### config.mk
export PLATFORM = sky130hd
export DESIGN_NAME = prim_fifo_wr_arb_flat
export DESIGN_NICKNAME = d
export VERILOG_FILES = /design/src/rtl/prim_fifo_wr_arb_pkg.sv /design/src/rtl/prim_fifo_wr_arb_if.sv /design/src/rtl/prim_rr_pick.sv /design/src/rtl/prim_fifo_wr_arb.sv /design/src/flat_wrapper.sv
export SDC_FILE = /design/constraint.sdc
export NUM_CORES = 1
export LEC_CHECK = 0
export ABC_CLOCK_PERIOD_IN_PS = 5830
export BUFFER_PORTS_ARGS = -buffer_cell sky130_fd_sc_hd__buf_2
export CAP_MARGIN = 20
export CORE_MARGIN = 8
export CORE_UTILIZATION = 43
export CTS_CLUSTER_DIAMETER = 60
export CTS_CLUSTER_SIZE = 8
export DETAILED_ROUTE_END_ITERATION = 7
export GPL_TIMING_DRIVEN = 0
export PLACE_DENSITY = 0.94
export SLEW_MARGIN = 20
export SYNTH_ARGS = -nofsm -noshare
export SYNTH_HDL_FRONTEND = slang
export SYNTH_HIERARCHICAL = 1
export SYNTH_SLANG_ARGS = --single-unit
### constraint.sdc
create_clock -name clk_i -period 5.83 [get_ports clk_i]
set_input_delay 1.166 -clock clk_i [delete_from_list [all_inputs] [get_ports clk_i]]
set_output_delay 1.166 -clock clk_i [all_outputs]
set_load 0.02 [all_outputs]
### src/rtl/prim_fifo_wr_arb_pkg.sv
// Package for prim_fifo_wr_arb.
// Holds the arbiter FSM state type shared by the top level and anything that
// wants to decode it. No ports.
package prim_fifo_wr_arb_pkg;

    // IDLE arbitrates every cycle; LOCK holds the grant for a packet in progress.
    typedef enum logic {
        StIdle = 1'b0,
        StLock = 1'b1
    } arb_state_e;

endpackage

### src/rtl/prim_fifo_wr_arb_if.sv
// Handshake bundle between NumReq producers, the write arbiter and a FIFO
// write port.
//   req_valid/req_ready/req_data/req_last : per-requester beat handshake,
//                                           requester k data at [k*Width +: Width]
//   fifo_wvalid/fifo_wready/fifo_wdata    : FIFO write port
// Modports: master = producers + FIFO side (drives requests and wready),
//           slave  = the arbiter.
interface prim_fifo_wr_arb_if #(
    parameter int unsigned NumReq = 4,
    parameter int unsigned Width  = 16
);
    logic [NumReq-1:0]       req_valid;
    logic [NumReq-1:0]       req_ready;
    logic [NumReq*Width-1:0] req_data;
    logic [NumReq-1:0]       req_last;
    logic                    fifo_wvalid;
    logic                    fifo_wready;
    logic [Width-1:0]        fifo_wdata;

    modport master (
        output req_valid, req_data, req_last, fifo_wready,
        input  req_ready, fifo_wvalid, fifo_wdata
    );

    modport slave (
        input  req_valid, req_data, req_last, fifo_wready,
        output req_ready, fifo_wvalid, fifo_wdata
    );
endinterface

### src/rtl/prim_rr_pick.sv
// Combinational rotate-priority search.
//   req_i : request vector
//   ptr_i : index with highest priority this cycle
//   idx_o : first set request at or after ptr_i (mod NumReq); 0 if none
//   any_o : at least one request is set
// The wrap uses a compare, so NumReq need not be a power of two.
module prim_rr_pick #(
    parameter  int unsigned NumReq = 4,
    localparam int unsigned IdxW   = $clog2(NumReq)
) (
    input  logic [NumReq-1:0] req_i,
    input  logic [IdxW-1:0]   ptr_i,
    output logic [IdxW-1:0]   idx_o,
    output logic              any_o
);

    int unsigned cand;

    always_comb begin
        idx_o = '0;
        any_o = 1'b0;
        cand  = 0;
        for (int unsigned i = 0; i < NumReq; i++) begin
            cand = 32'(ptr_i) + i;
            if (cand >= NumReq) begin
                cand = cand - NumReq;
            end
            if (!any_o && req_i[cand[IdxW-1:0]]) begin
                any_o = 1'b1;
                idx_o = cand[IdxW-1:0];
            end
        end
    end

endmodule

### src/rtl/prim_fifo_wr_arb.sv
// Round-robin write-port arbiter with packet locking in front of a
// prim_fifo_sync. A requester that wins with last=0 keeps the grant until its
// last beat is accepted or MaxBeats beats have gone through, in which case the
// lock is dropped and err_o pulses for one cycle.
//   clk_i, rst_i (sync, active-high), clr_i (sync flush of arbiter state)
//   bus       : request/FIFO handshake (slave modport)
//   gnt_idx_o : selected requester, meaningful while fifo_wvalid is 1
//   locked_o  : packet in progress
//   err_o     : forced release at MaxBeats
module prim_fifo_wr_arb
    import prim_fifo_wr_arb_pkg::*;
#(
    parameter  int unsigned NumReq   = 4,
    parameter  int unsigned Width    = 16,
    parameter  int unsigned MaxBeats = 8,
    localparam int unsigned IdxW     = $clog2(NumReq),
    localparam int unsigned CntW     = $clog2(MaxBeats + 1)
) (
    input  logic                 clk_i,
    input  logic                 rst_i,
    input  logic                 clr_i,
    prim_fifo_wr_arb_if.slave    bus,
    output logic [IdxW-1:0]      gnt_idx_o,
    output logic                 locked_o,
    output logic                 err_o
);

    arb_state_e      state_q, state_d;
    logic [IdxW-1:0] rr_ptr_q, rr_ptr_d;
    logic [IdxW-1:0] lock_idx_q, lock_idx_d;
    logic [CntW-1:0] beat_cnt_q, beat_cnt_d;
    logic            err_q, err_d;

    logic [IdxW-1:0] pick_idx;
    logic            pick_any;
    logic [IdxW-1:0] sel;
    logic            wvalid;
    logic            xfer;
    logic            sel_last;
    logic [CntW-1:0] cnt_inc;

    prim_rr_pick #(
        .NumReq (NumReq)
    ) u_pick (
        .req_i (bus.req_valid),
        .ptr_i (rr_ptr_q),
        .idx_o (pick_idx),
        .any_o (pick_any)
    );

    function automatic logic [IdxW-1:0] wrap_inc(input logic [IdxW-1:0] x);
        return (x == IdxW'(NumReq - 1)) ? '0 : x + 1'b1;
    endfunction

    always_comb begin
        sel      = (state_q == StLock) ? lock_idx_q : pick_idx;
        wvalid   = (state_q == StLock) ? bus.req_valid[lock_idx_q] : pick_any;
        xfer     = wvalid & bus.fifo_wready;
        sel_last = bus.req_last[sel];
        cnt_inc  = beat_cnt_q + 1'b1;
    end

    // Outputs are forced low while reset is held so the FIFO never sees a
    // write during reset, even with requesters already valid.
    always_comb begin
        bus.fifo_wvalid = wvalid & ~rst_i;
        bus.fifo_wdata  = '0;
        bus.req_ready   = '0;
        for (int unsigned k = 0; k < NumReq; k++) begin
            if (sel == IdxW'(k) && !rst_i) begin
                bus.fifo_wdata   = bus.req_data[k*Width +: Width];
                bus.req_ready[k] = wvalid & bus.fifo_wready;
            end
        end
        gnt_idx_o = rst_i ? '0 : sel;
        locked_o  = (state_q == StLock) & ~rst_i;
        err_o     = err_q & ~rst_i;
    end

    always_comb begin
        state_d    = state_q;
        rr_ptr_d   = rr_ptr_q;
        lock_idx_d = lock_idx_q;
        beat_cnt_d = beat_cnt_q;
        err_d      = 1'b0;
        if (xfer) begin
            if (state_q == StIdle) begin
                if (sel_last) begin
                    rr_ptr_d = wrap_inc(sel);
                end else if (MaxBeats == 1) begin
                    // Single-beat limit: the first beat already exhausts the budget.
                    rr_ptr_d = wrap_inc(sel);
                    err_d    = 1'b1;
                end else begin
                    state_d    = StLock;
                    lock_idx_d = sel;
                    beat_cnt_d = CntW'(1);
                end
            end else begin
                beat_cnt_d = cnt_inc;
                if (sel_last || cnt_inc == CntW'(MaxBeats)) begin
                    state_d    = StIdle;
                    rr_ptr_d   = wrap_inc(lock_idx_q);
                    beat_cnt_d = '0;
                    err_d      = ~sel_last;
                end
            end
        end
    end

    always_ff @(posedge clk_i) begin
        if (rst_i || clr_i) begin
            state_q    <= StIdle;
            rr_ptr_q   <= '0;
            lock_idx_q <= '0;
            beat_cnt_q <= '0;
            err_q      <= 1'b0;
        end else begin
            state_q    <= state_d;
            rr_ptr_q   <= rr_ptr_d;
            lock_idx_q <= lock_idx_d;
            beat_cnt_q <= beat_cnt_d;
            err_q      <= err_d;
        end
    end

endmodule

### src/flat_wrapper.sv
// flat-port wrapper written by rule: the top's interface ports become plain ports
module prim_fifo_wr_arb_flat import prim_fifo_wr_arb_pkg::*;
#(
    parameter  int unsigned NumReq   = 4,
    parameter  int unsigned Width    = 16,
    parameter  int unsigned MaxBeats = 8,
    localparam int unsigned IdxW     = $clog2(NumReq),
    localparam int unsigned CntW     = $clog2(MaxBeats + 1)
)
  (clk_i, rst_i, clr_i, gnt_idx_o, locked_o, err_o, bus_req_valid, bus_req_data, bus_req_last, bus_fifo_wready, bus_req_ready, bus_fifo_wvalid, bus_fifo_wdata);
  prim_fifo_wr_arb_if #(.NumReq(NumReq), .Width(Width)) bus_i ();
  input  logic clk_i;
  input  logic rst_i;
  input  logic clr_i;
  output logic [IdxW-1:0] gnt_idx_o;
  output logic locked_o;
  output logic err_o;
  input wire logic [$bits(bus_i.req_valid)-1:0] bus_req_valid;
  input wire logic [$bits(bus_i.req_data)-1:0] bus_req_data;
  input wire logic [$bits(bus_i.req_last)-1:0] bus_req_last;
  input wire logic [$bits(bus_i.fifo_wready)-1:0] bus_fifo_wready;
  output wire logic [$bits(bus_i.req_ready)-1:0] bus_req_ready;
  output wire logic [$bits(bus_i.fifo_wvalid)-1:0] bus_fifo_wvalid;
  output wire logic [$bits(bus_i.fifo_wdata)-1:0] bus_fifo_wdata;
  assign bus_i.req_valid = bus_req_valid;
  assign bus_i.req_data = bus_req_data;
  assign bus_i.req_last = bus_req_last;
  assign bus_i.fifo_wready = bus_fifo_wready;
  assign bus_req_ready = bus_i.req_ready;
  assign bus_fifo_wvalid = bus_i.fifo_wvalid;
  assign bus_fifo_wdata = bus_i.fifo_wdata;
  prim_fifo_wr_arb #(.NumReq(NumReq), .Width(Width), .MaxBeats(MaxBeats)) u_core (.clk_i(clk_i), .rst_i(rst_i), .clr_i(clr_i), .bus(bus_i), .gnt_idx_o(gnt_idx_o), .locked_o(locked_o), .err_o(err_o));
endmodule
### Word level (Yosys, flattened, before mapping)

Cells that the tools add are included.

* output and inout bits: 25
* flip-flop bits (word level): 10
* logic and storage cells: 106
* bits of input ports: 76

* reductions and logical operators: 19
* $lt $le $gt $ge: 10
* eq/ne operators: 7
* bitwise logic cells: 9
* $add $sub $neg: 10
* mux-type cells: 46

Operators by type and width (count)
* $mux 16: 4
* $mux 2: 15
* $lt 2x3->1 const B: 6
* $mux 1: 18
* $bmux 1 s2: 6
* $mux 4: 3
* $ge 3x3->1 const B: 3
* $sub 2x1->2 const B: 4
* $logic_and 1x1->1: 7
* $add 2x2->3 const B: 2
* $eq 2x2->1 const B: 3
* $reduce_and 3->1: 2
* $not 1->1: 5
* $add 2x1->2 const B: 2
* $add 4x1->4 const B: 1
* $and 1x1->1: 4
* $eq 4x4->1 const B: 1
* $logic_not 1->1: 4
* $reduce_or 4->1: 1
* $add 2x1->3 const B: 1
* $ge 2x3->1 const B: 1
* $eq 2x1->1 const B: 1
* $logic_not 2->1: 1
* $logic_or 1x1->1: 2
* 4 further kinds: 4

### Depth between registers and ports, before layout

* depth in word-level cells: 21
* mapped depth: 13
* depth with buffers taken out: 12

### Cells and area by module

Netlist, hierarchy kept.

By module, submodules not included
* prim_fifo_wr_arb: times used 1, cells each 188, area each 1237.4 um^2
* prim_rr_pick: times used 1, cells each 15, area each 77.6 um^2

### Least setup slack after synthesis

Ideal clock, no wire load.

* path kind: input to output
* start point: in bus_req_valid[1]
* end point: out bus_fifo_wdata[10]
* required time: 4.664 ns
* arrival: 3.545 ns
* cell stages on the path: 13
* path slack: 1.119 ns
* cells stage by stage: inv_1 -> a221o_1 -> a21oi_1 -> mux2i_2 -> inv_2 -> ha_1 -> nor2b_1 -> clkbuf_1 -> clkbuf_1 -> a22oi_1 -> nand2_1 -> o21ai_0 -> o21ai_0

* longest elaborated chain between the ends: 19
* elaborated cells on any way between the ends: 34
* classes of those cells: eq/ne (3); mux (20); reduce/logical (11)

Ends and longest elaborated chain
* start: declaration: RTL line flat_wrapper.sv:18 `input wire logic [$bits(bus_i.req_valid)-1:0] bus_req_valid;`
* $bmux 1 s2: RTL line prim_rr_pick.sv:28 `if (!any_o && req_i[cand[IdxW-1:0]]) begin`
* $mux 1 (implied by the code): RTL line prim_rr_pick.sv:28
* $mux 1: RTL line prim_rr_pick.sv:28
* $logic_not 1->1: RTL line prim_rr_pick.sv:28
* $logic_and 1x1->1: RTL line prim_rr_pick.sv:28
* $mux 1: RTL line prim_rr_pick.sv:28
* $logic_not 1->1: RTL line prim_rr_pick.sv:28
* $logic_and 1x1->1: RTL line prim_rr_pick.sv:28
* (+3 left out)
* $mux 2 *: RTL line prim_rr_pick.sv:28
* named net u_core.pick_idx[0]: RTL line prim_fifo_wr_arb.sv:34 `logic [IdxW-1:0] pick_idx;`
* $mux 2 *: RTL line prim_fifo_wr_arb.sv:56 `sel = (state_q == StLock) ? lock_idx_q : pick_idx;`
* named net u_core.sel[0]: RTL line prim_fifo_wr_arb.sv:36 `logic [IdxW-1:0] sel;`
* $logic_not 2->1: RTL line prim_fifo_wr_arb.sv:70 `if (sel == IdxW'(k) && !rst_i) begin`
* $logic_and 1x1->1: RTL line prim_fifo_wr_arb.sv:70
* $mux 16 (3 in series): RTL line prim_fifo_wr_arb.sv:70
* $mux 16 *: RTL line prim_fifo_wr_arb.sv:70
* end: declaration: RTL line flat_wrapper.sv:24 `output wire logic [$bits(bus_i.fifo_wdata)-1:0] bus_fifo_wdata;`

The timed path passes the listed nets; every way through them passes the cells marked *. The select of a mux whose other input is x is not followed.

### Final worst setup path

* start point: in bus_req_valid[1]
* end point: out bus_fifo_wdata[8]

The elaborated chain is that of the path after synthesis.

==> flow_results.org <==
** Layout
- Antenna fix cells :: 0
- Non-Filler Instances :: 339
- The library cells used most frequently in the layout, excluding fill and tap cells, are buf_2, nand2_1, o21ai_0.
- Post-route standard cell area excluding fillers :: 1880 µm²
- The layout has 291 filler cells.
- Nets :: 390
- Leaving out fill and tap cells, the most frequent cell in the layout is buf_2.
- From synthesis to final layout, the design area changed by 42.9%.
- Cells with a size suffix above 1 make up 37.9% of the layout.

** Timing
- After layout, the minimum clock period comes to 5.15 ns.
- After layout, the worst path uses 88.3% of the clock period.
- Setup violations remaining at the end of the flow were counted as 0.
- Largest clock skew in the final design :: 0.00431 ns
- Final hold violation count :: 0
- The final max-slew violation count is 0.
- Slew at the pin with the worst max-slew slack :: 0.512 ns
- Final setup TNS :: 0 ns
- Max transition margin :: 65.7%
- Derived from the worst setup path, the maximum achievable clock frequency is 0.194 GHz.
- Setup repair after global routing left no endpoint under its margin.

** Setup path
- Of all nets on the critical path, the largest fanout is 10.
- STA classifies the critical path startpoint as a primary input.
- The critical path in this run is classified as primary input to primary output.
- Startpoint of the worst register-to-register path :: u_core/rr_ptr_q[0]
- For the worst setup path, the data arrival time is 3.98 ns.
- Max incr delay on CP :: 0.41 ns
- Reg-to-reg slack, setup :: 3.46 ns
- Measured in cells, the most critical reg-to-reg path has a length of 10.
- Critical path destination :: bus_fifo_wdata[8]
- Worst path cell trace :: buf_2 -> inv_1 -> a221o_1 -> a21oi_1 -> mux2i_2 -> inv_2 -> ha_1 -> nor2b_1 -> clkbuf_1 -> clkbuf_1 -> a22oi_1 -> nand2_1 -> o21ai_0 -> o21ai_0 -> buf_2
- At the worst endpoint, the required time is 4.66 ns.
- Crit path from :: bus_req_valid[1]
- On the critical path, the stage with the largest delay is an instance of clkbuf_1.
- The worst register-to-register path ends at u_core/rr_ptr_q[1].
- STA classifies the critical path endpoint as a primary output.

** Pwr
- The share of total power dissipated in sequential elements is 26.6%.
- Largest voltage drop on the vdd net :: 0.107 mV
- In this run switching power makes up 42.8% of total power.
- The clock network burns 16.1% of the power.
- Total net switching power :: 0.119 mW
- For this design the ratio of total power to cell area is 148 nW/µm².
- Cell leakage power :: 0.947 nW
- Logic gate share of total power :: 57.4%
- The internal power of the cells totals 0.159 mW.

** Logic synthesis
- Synth unique cells :: 40
- Summing the areas of all fa, ha and maj instances in the mapped netlist gives 5.71% of the synthesized area.
- Number of flops mapped to enable cells by yosys :: 0
- After synthesis, the largest family of logic cells by area is compound AO/OA/AOI/OAI gates.
- When the netlist entered floorplanning its net count stood at 285.
- Number of cells produced by synthesis :: 203
- Synthesis-stage register bit count :: 10
- The synthesized netlist devotes 27.6% of its cell area to simple gates.
- Sequential elements use 15.2% of the synthesized area.
- Portion of netlist area occupied by mux cells :: 3.52%
- In this run the mean area of a mapped cell was 6.48 µm².
- Fraction of synthesis flops using an asynchronous set or reset pin :: 0%
- Most used DFF post-synth :: dfxtp_1
- Synth Area in XOR/XNOR :: 2.00%
- The synthesized netlist occupies a cell area of 1320 µm².
- Complex-gate fraction of the synthesized area :: 39.0%
- The Yosys step of the flow raised 6 warnings.

** Floorplanning
- Die area :: 5080 µm²
- Num rows :: 20
- After floorplanning, the core was sized to cover 2980 µm².
- Die Height :: 71.3 µm
- 101 I/O pins were placed.
- The floorplan step set the die width to 71.3 µm.
- For this configuration, the core starts out at a cell density of 44.2%.

** Drt
- After detailed routing, the number of vias per cell comes to 5.67.
- Dividing the detail-routed wire length by the instance count gives 15.6 µm.
- DRC errors left :: 0
- Detailed-routing iteration count for the pre-antenna-repair pass :: 6
- Routed wire length :: 5280 µm
- Post-route ant nets :: 0
- Vias :: 1922
- The detailed router finished its first iteration with 187 violations.

** GRT
- GRT Total Usage :: 19.0%
- For this run the aggregate overflow at the end of global routing stands at 0.
- Antenna violations before repair :: 0
- The via count of the first global-routing pass was 1677.
- Entering global routing, the biggest net connects 11 pins.
- Wire length of the first global-routing pass :: 8170 µm

** Placement
- The placed instances occupy a cell area of 1860 µm².
- The congestion estimate from routability-driven global placement came to 0.882.
- Counting tap cells, the placed design contains a total of 336 instances.
- Post-DP HPWL :: 4370 µm
- Port buffering added 100 buffers.

** Outcome
- Status :: finished clean

** Clock tree
- Clock Latency Late Sink :: 0.26 ns
- Count of buffers added by post-CTS timing repair for setup :: 0
- The clock passes through at most 2 buffers.
- Sink count of the clock tree :: 10
- Max H-tree Level :: 1
- Gates resized during post-CTS repair numbered 0.
- For this design, the CTS-stage hold fixing added 0 buffers.
- In this run, CTS created clock tree buffers numbering 3.
- Cell at the root of the clock tree :: clkbuf_4
- Clock tree from TritonCTS :: built
- Clock-pin slew was measured on the worst setup and hold paths at 0.06 ns.

** Job
- MaxCap Viol Count :: 0

** Worst hold path
- Type of the worst min-delay path :: register to register
## critical path, delay by kind of cell
family                   cells  cell delay, ns
adder cells (fa/ha/maj)      1            0.18
AO/OA/AOI/OAI                5            1.03
buffers and inverters        6            1.19
multiplexers                 1            0.20
AND/OR/NAND/NOR              2            0.23
## power groups by stage
| stage | Clock, mW | Combinational (mW) | Sequential [mW] |
|---|---|---|---|
| 6_report | 0.0446 | 0.159 | 0.0738 |
| 5_1_grt | 0.0510 | 0.175 | 0.0741 |
| 4_1_cts | 0.0456 | 0.158 | 0.0737 |
| 3_5_place_dp | 0 | 0.158 | 0.0753 |
| 3_3_place_gp | 0 | 0.155 | 0.0751 |
| 2_1_floorplan | 0 | 0.0985 | 0.0743 |
## layout make-up
type	count	area (µm²)	share of cell area, %
Buffer	13	53.8	2.86
Clock buffer	3	22.5	1.20
Inverter	10	37.5	2.00
Multi-Input combinational cell	170	1020	54.5
Sequential cell	10	200	10.7
Tap cell	33	41.3	2.20
Timing Repair Buffer	100	500	26.6
## state kept, by name, summed over array words and instances (netlist names)
register and count:
u_core/beat_cnt_q 4, u_core/state_q 1, u_core/err_q 1, u_core/lock_idx_q 2, u_core/rr_ptr_q 2
## worst min-delay path by stage
stage	from	endpoint	cells past startpoint
2_1_floorplan	u_core/beat_cnt_q[1]	u_core/beat_cnt_q[1]	2
3_3_place_gp	u_core/beat_cnt_q[1]	u_core/beat_cnt_q[1]	2
3_5_place_dp	u_core/beat_cnt_q[1]	u_core/beat_cnt_q[1]	2
4_1_cts	u_core/beat_cnt_q[1]	u_core/beat_cnt_q[1]	2
5_1_grt	u_core/beat_cnt_q[1]	u_core/beat_cnt_q[1]	2
6_report	u_core/beat_cnt_q[1]	u_core/beat_cnt_q[1]	2
## layer usage
metal / wire [µm] / track usage (%)
met1: 2030 / 22.5
met2: 2530 / 33.5
met3: 670 / 5.02
met4: 48 / 3.70
met5: 0 / 0
## per-stage QoR
step / hold slack (ns) / power [mW] / setup slack [ns] / util (%)
floorplan: 0.477 / 0.173 / 1.12 / -
global placement: 0.497 / 0.230 / 0.803 / 62.4
detailed placement: 0.497 / 0.233 / 0.759 / 62.4
CTS: 0.506 / 0.277 / 0.754 / 63.1
global route: 0.526 / 0.300 / 0.463 / 63.1
finish: 0.505 / 0.278 / 0.680 / 63.1
## cells by family (layout without fill, tap and decap cells)
group | Yosys count | count (layout)
AO/OA/AOI/OAI | 80 | 80
XOR/XNOR | 3 | 3
adder cells (fa/ha/maj) | 6 | 6
buffers and inverters | 23 | 126
flip-flops | 10 | 10
multiplexers | 3 | 3
AND/OR/NAND/NOR | 78 | 78
## synth_stat cells (2+ instances only)
library cell / number / share of area, %
inv_1: 8 / 2.3
inv_2: 2 / 0.57
dfxtp_1: 10 / 15
nand2_1: 38 / 11
a21oi_1: 12 / 4.6
nor2_1: 17 / 4.9
o21ai_0: 33 / 13
a32oi_1: 2 / 1.3
nand3_1: 3 / 1.1
a211oi_1: 3 / 1.7
nand4_1: 2 / 0.95
nor3b_1: 2 / 1.1
ha_1: 6 / 5.7
or3_1: 2 / 0.95
a22oi_1: 16 / 9.1
xnor2_1: 3 / 2.0
nor2b_1: 4 / 1.9
nand2b_1: 5 / 2.4
o21ai_1: 5 / 1.9
clkbuf_1: 10 / 2.9
Note: power is estimated with default switching activity, not from simulation.
